**src/rtl/rice_block_sequencer.sv**
```systemverilog
// Sequencer for the Rice-decoding preprocessing datapath: validates the decode
// configuration, paces 32-bit words in, and frames one telemetry segment.
module rice_block_sequencer #(
  parameter int BLK_W     = 16,
  parameter int DRAIN_CYC = 2
) (
  input  logic             clk,
  input  logic             reset,
  input  logic             go,
  input  logic             abort,
  input  logic [5:0]       n,
  input  logic [5:0]       j,
  input  logic [5:0]       k,
  input  logic [BLK_W-1:0] num_blocks,
  input  logic             word_valid,
  output logic             word_ready,
  output logic             start,
  output logic             wren,
  output logic             datavalid,
  output logic             cdsdatavalid,
  output logic             stop,
  output logic             busy,
  output logic             done,
  output logic             cfg_err,
  output logic [5:0]       sample_idx,
  output logic [BLK_W-1:0] block_idx
);

  typedef enum logic [2:0] {
    S_IDLE, S_CHECK, S_ERR, S_START, S_RUN, S_DRAIN, S_FINISH
  } state_t;

  localparam logic [BLK_W-1:0] BLK_ONE   = BLK_W'(1);
  localparam logic [3:0]       DRAIN_END = 4'(DRAIN_CYC - 1);

  state_t           state, state_nx;
  logic [5:0]       n_q, j_q, k_q;
  logic [BLK_W-1:0] nb_q;
  logic [3:0]       drain_cnt;
  logic             abort_stop;
  logic             kill, cfg_ok, last_smp, last_blk, last_word;

  // abort is only honoured once the segment has been committed to the datapath
  assign kill = abort & (state inside {S_START, S_RUN, S_DRAIN});

  assign cfg_ok = (n_q != 6'd0) && (n_q <= 6'd32) &&
                  (j_q == 6'd8 || j_q == 6'd16 || j_q == 6'd32) &&
                  (k_q < n_q) && (nb_q != '0);

  assign last_smp  = (sample_idx == j_q - 6'd1);
  assign last_blk  = (block_idx == nb_q - BLK_ONE);
  assign last_word = wren & last_smp & last_blk;

  always_ff @(posedge clk or negedge reset) begin
    if (!reset) state <= S_IDLE;
    else        state <= state_nx;
  end

  always_comb begin
    state_nx   = state;
    word_ready = 1'b0;
    start      = 1'b0;
    done       = 1'b0;
    busy       = 1'b1;
    case (state)
      S_IDLE: begin
        busy = 1'b0;
        if (go) state_nx = S_CHECK;
      end
      S_CHECK:  state_nx = cfg_ok ? S_START : S_ERR;
      S_ERR:    state_nx = S_IDLE;
      S_START: begin
        start    = 1'b1;
        state_nx = S_RUN;
      end
      S_RUN: begin
        word_ready = ~abort;
        if (last_word) state_nx = S_DRAIN;
      end
      S_DRAIN:  if (drain_cnt == DRAIN_END) state_nx = S_FINISH;
      S_FINISH: begin
        done     = 1'b1;
        state_nx = S_IDLE;
      end
      default:  state_nx = S_IDLE;
    endcase
    if (kill) state_nx = S_IDLE;
  end

  assign wren = word_valid & word_ready;
  // abort stop is issued from IDLE on the cycle after the abort
  assign stop = done | abort_stop;

  always_ff @(posedge clk or negedge reset) begin
    if (!reset) begin
      n_q          <= '0;
      j_q          <= '0;
      k_q          <= '0;
      nb_q         <= '0;
      cfg_err      <= 1'b0;
      drain_cnt    <= '0;
      abort_stop   <= 1'b0;
      datavalid    <= 1'b0;
      cdsdatavalid <= 1'b0;
      sample_idx   <= '0;
      block_idx    <= '0;
    end else begin
      abort_stop   <= kill;
      datavalid    <= wren;
      cdsdatavalid <= wren & last_smp;
      drain_cnt    <= (state == S_DRAIN) ? drain_cnt + 4'd1 : 4'd0;

      if (state == S_IDLE && go) begin
        n_q     <= n;
        j_q     <= j;
        k_q     <= k;
        nb_q    <= num_blocks;
        cfg_err <= 1'b0;
      end
      if (state == S_ERR) cfg_err <= 1'b1;

      // counters start each segment at zero and block_idx saturates on the last block
      if (kill || state == S_START || (state == S_IDLE && go)) begin
        sample_idx <= '0;
        block_idx  <= '0;
      end else if (wren) begin
        if (last_smp) begin
          sample_idx <= '0;
          if (!last_blk) block_idx <= block_idx + BLK_ONE;
        end else begin
          sample_idx <= sample_idx + 6'd1;
        end
      end
    end
  end

endmodule

```
**config.mk**
```make
export PLATFORM = sky130hd
export DESIGN_NAME = rice_block_sequencer
export DESIGN_NICKNAME = d
export VERILOG_FILES = /design/src/rtl/rice_block_sequencer.sv
export SDC_FILE = /design/constraint.sdc
export NUM_CORES = 1
export LEC_CHECK = 0
export BUFFER_PORTS_ARGS = -buffer_cell sky130_fd_sc_hd__buf_4
export CAP_MARGIN = 25
export CORE_UTILIZATION = 56
export CTS_BUF_LIST = sky130_fd_sc_hd__clkbuf_16
export DETAILED_ROUTE_END_ITERATION = 16
export GPL_TIMING_DRIVEN = 0
export PLACE_DENSITY = 0.86
export SETUP_SLACK_MARGIN = 0.05
export SKIP_LAST_GASP = 1
export SLEW_MARGIN = 20
export SYNTH_ARGS = -nofsm -noshare
export SYNTH_HDL_FRONTEND = slang
export SYNTH_SLANG_ARGS = --single-unit
```
**constraint.sdc**
```tcl
create_clock -name clk -period 3.4 [get_ports clk]
set_input_delay 0.68 -clock clk [delete_from_list [all_inputs] [get_ports clk]]
set_output_delay 0.68 -clock clk [all_outputs]
set_load 0.01 [all_outputs]
```
==> flow_metrics.py <==
metrics = {
    "run_status": {
        "status": "complete, no violations",
    },
    "yosys": {
        "synth-edff-count": 0,
        "netlist_instances": 392,
        "synth_flop_cell": "dfrtp_1",
        "synth_area_leaders": "dfrtp_1 43%, mux2_2 7.0%, xnor2_1 5.0%",
        "yosysWarnings": 0,
        "synth_top_area_cell": "dfrtp_1",
        "synth_cell_types": 55,
        "synth_top_area_frac": 0.4342,
        "async_flop_share": 1.000,
        "synth_nets": 443,
        "synthesis.area_mm2": 0.003861,
        "ys_ff_latch": 67,
        "synth_seq_area_share": 0.4342,
        "avgSynthCellArea_um2": 9.850,
    },
    "job": {
        "drv_cap": 0,
    },
    "sta": {
        "finClkSkew_ps": 7.015,
        "finalWorstSetupSlack_ps": 34.78,
        "tightest_slew_ps": 953.5,
        "hold_violations": 0,
        "period_minus_slack_ps": 3365,
        "maxSlewViolCount": 0,
        "max_freq_mhz": 297.2,
        "rsz0062_at_grt": "yes",
        "max-slew-margin-rel": 0.3595,
        "holdWs_ps": 459.5,
        "fin_crit_sh": 0.9898,
        "tns_ps": 0,
        "setup_violations": 0,
    },
    "critical_path": {
        "worst-setup-path-type": "flip-flop to flip-flop",
        "crit_fanout": 6,
        "worst_path_most_repeated_cell": "buf_6",
        "start_kind": "flip-flop",
        "cp.arrival_ps": 3610,
        "cp_data_required_time_ps": 3650,
        "end_kind": "flip-flop",
        "cp_cell_sequence": "inv_2, ha_4, or4b_4, buf_6, o41a_1, or4_4, o211a_4, nor4_4, buf_6, a211oi_4, a211oi_2, a31o_1",
        "rrSetupSlack_ps": 30,
        "cpMaxStageDelayCell": "or4_4",
        "slowest_delay_ps": 530,
    },
    "clock_network": {
        "cts_buffers": 9,
        "clk_pin_slew_ps": 50,
        "cts_max_path_buffers": 2,
        "cts_tree": "yes",
        "cts_sinks": 67,
        "clkLatencyLatePin_ps": 320,
        "hold_buffers": 0,
        "cts_max_level": 3,
        "cts-root-buf": "clkbuf_16",
    },
    "detailed_routing": {
        "drc": 0,
        "vias": 3468,
        "drt_iter0_markers": 206,
        "wirelength_um": 9971,
        "dr.pass1.iters": 4,
        "ant_nets": 0,
        "avgViaCountPerCell": 6.182,
        "wl_per_cell_um": 17.77,
    },
    "layout": {
        "syn_to_final_growth_pct": 26.15,
        "nets": 531,
        "multi_input_area_mm2": 0.002120,
        "n_antenna_cell": 0,
        "final-seq-area_mm2": 0.001677,
        "fin_cells": 561,
        "layout-drive-gt1-share": 0.2810,
        "fill_cells": 444,
    },
    "floorplanning": {
        "dieArea_mm2": 0.007231,
        "die_h_um": 85.04,
        "rows": 29,
        "start_util": 0.5945,
        "io_pins": 70,
        "fp.coreArea_mm2": 0.006495,
        "die_x_um": 85.04,
    },
    "pwr": {
        "irDropWorstVdd_v": 0.0005341,
        "cellLeakagePower_nw": 2.175,
        "power_density_mw_per_mm2": 744.6,
    },
    "global_routing": {
        "grtUsageTotal": 0.2863,
        "overflow": 0,
        "grt_pass1_vias": 3417,
        "grt_max_degree": 68,
        "grt_pass1_wl_um": 16150,
        "antenna_found_initial": 0,
    },
    "placement": {
        "port_buffers": 69,
        "hpwlAfterDp_um": 6780,
        "dp_slack_ps": -58.32,
        "globalplace.congestion": 0.8625,
        "place_inst": 538,
    },
    "hold_path": {
        "min_path_type": "input port to asynchronous set/reset pin",
    },
}
==> layout by cell type (no fill, tap or decap), types with 3 or more instances in the layout <==
cell       count
nor4_1         3
mux2i_1        4
a211oi_2       4
a31o_2         4
nor4b_1        5
o21ai_0       23
or3_1          6
nor2_1        36
clkbuf_1      10
ha_1          11
and4_1         4
nand2b_1       7
nand4_1        4
nand2_1       32
and2_1         4
nor2b_1        6
a31oi_1        3
a21oi_1       10
nand3_1        8
xor2_1        13
dfrtp_1       67
inv_1         20
nand3b_1       3
buf_4         75
nor3_1        13
a211oi_1       5
xnor2_1       22
mux2_2        24
clkbuf_16      9
==> flip-flops by register name, indices dropped and copies added, names as in the netlist, 3 cells and up <==
register	count
j_q	6
block_idx	16
drain_cnt	4
nb_q	16
state	3
k_q	6
sample_idx	6
n_q	6
==> cell usage after synthesis (all sizes together), types with 3 or more instances <==
cell type / n
a211oi: 9
a21oi: 12
a31o: 6
a31oi: 3
and2: 4
and4: 4
clkbuf: 10
dfrtp: 67
ha: 12
inv: 20
mux2: 24
mux2i: 4
nand2: 32
nand2b: 7
nand3: 8
nand3b: 3
nand4: 4
nor2: 36
nor2b: 6
nor3: 13
nor4: 5
nor4b: 5
o21ai: 23
or3: 6
or4: 4
xnor2: 22
xor2: 13
==> routing by layer <==
metal,up-vias,share of wire,global-route usage,routed length [um]
met1,1715,0.41,0.3599,4080
met4,0,0.035,0.1510,352
met3,38,0.065,0.05253,648
li1,1574,-,-,-
met5,-,0,0,0
met2,141,0.49,0.4721,4890
==> final cells by class <==
type                    count  share of cell area
plain buffers              12             0.01105
inverters                  20             0.01541
repair buffers             76              0.1179
clock inverters             6             0.01027
well taps                  77             0.01978
multi-input cells         294              0.4351
flip-flops and latches     67              0.3442
clock buffers               9             0.04624
==> path summary, 6_finish.rpt <==
kind,end,startpoint,cells after the start
max,block_idx[7],nb_q[0],12
min,drain_cnt[3],reset,1
max reg2reg,block_idx[7],nb_q[0],12
min reg2reg,drain_cnt[0],drain_cnt[0],1
max in group asynchronous,nb_q[0],reset,1
min in group clk,drain_cnt[0],drain_cnt[0],1
==> report_power, final <==
part | internal [mW] | leakage [nW] | switching (mW) | total [mW]
Combinational | 0.707 | 1.17 | 0.756 | 1.46
Sequential | 1.03 | 0.861 | 0.262 | 1.29
Clock | 0.551 | 0.143 | 0.322 | 0.873
Total | 2.29 | 2.18 | 1.34 | 3.63
==> worst max-delay path: cells and delay by family (launching register included) <==
family | cells | cell delay [ps]
AO/OA/AOI/OAI | 5 | 1070
adder cells (fa/ha/maj) | 1 | 150
buffers and inverters | 3 | 400
flip-flops | 1 | 390
AND/OR/NAND/NOR | 3 | 1270
==> metrics by stage <==
| stage | area, um^2 | power (mW) | util |
|---|---|---|---|
| 6_report | 4871 | 3.627 | 0.7500 |
| 3_5_place_dp | 4476 | 2.618 | 0.6891 |
| 2_1_floorplan | 3861 | 2.246 | - |
| 5_1_grt | 4871 | 3.852 | 0.7500 |
| 4_1_cts | 4796 | 3.529 | 0.7384 |
| 3_3_place_gp | 4476 | 2.542 | 0.6891 |
==> kinds of logic (layout without fill, tap and decap cells) <==
group           Yosys count  count (layout)  share of synthesized area
compound gates           70              71                     0.1238
xor+xnor                 35              35                    0.07939
fa+ha+maj                12              12                    0.03888
buf+inv                  32             123                    0.03176
flops                    67              67                     0.4342
mux                      28              28                    0.08036
simple gates            148             148                     0.2116
==> timing repair <==
action	CTS	global route
pin swaps	1	3
setup buffers	2	5
resized for setup	7	7
cloned	0	1
endpoints found under the setup margin	7	16
Power figures use the tool's default switching activity.
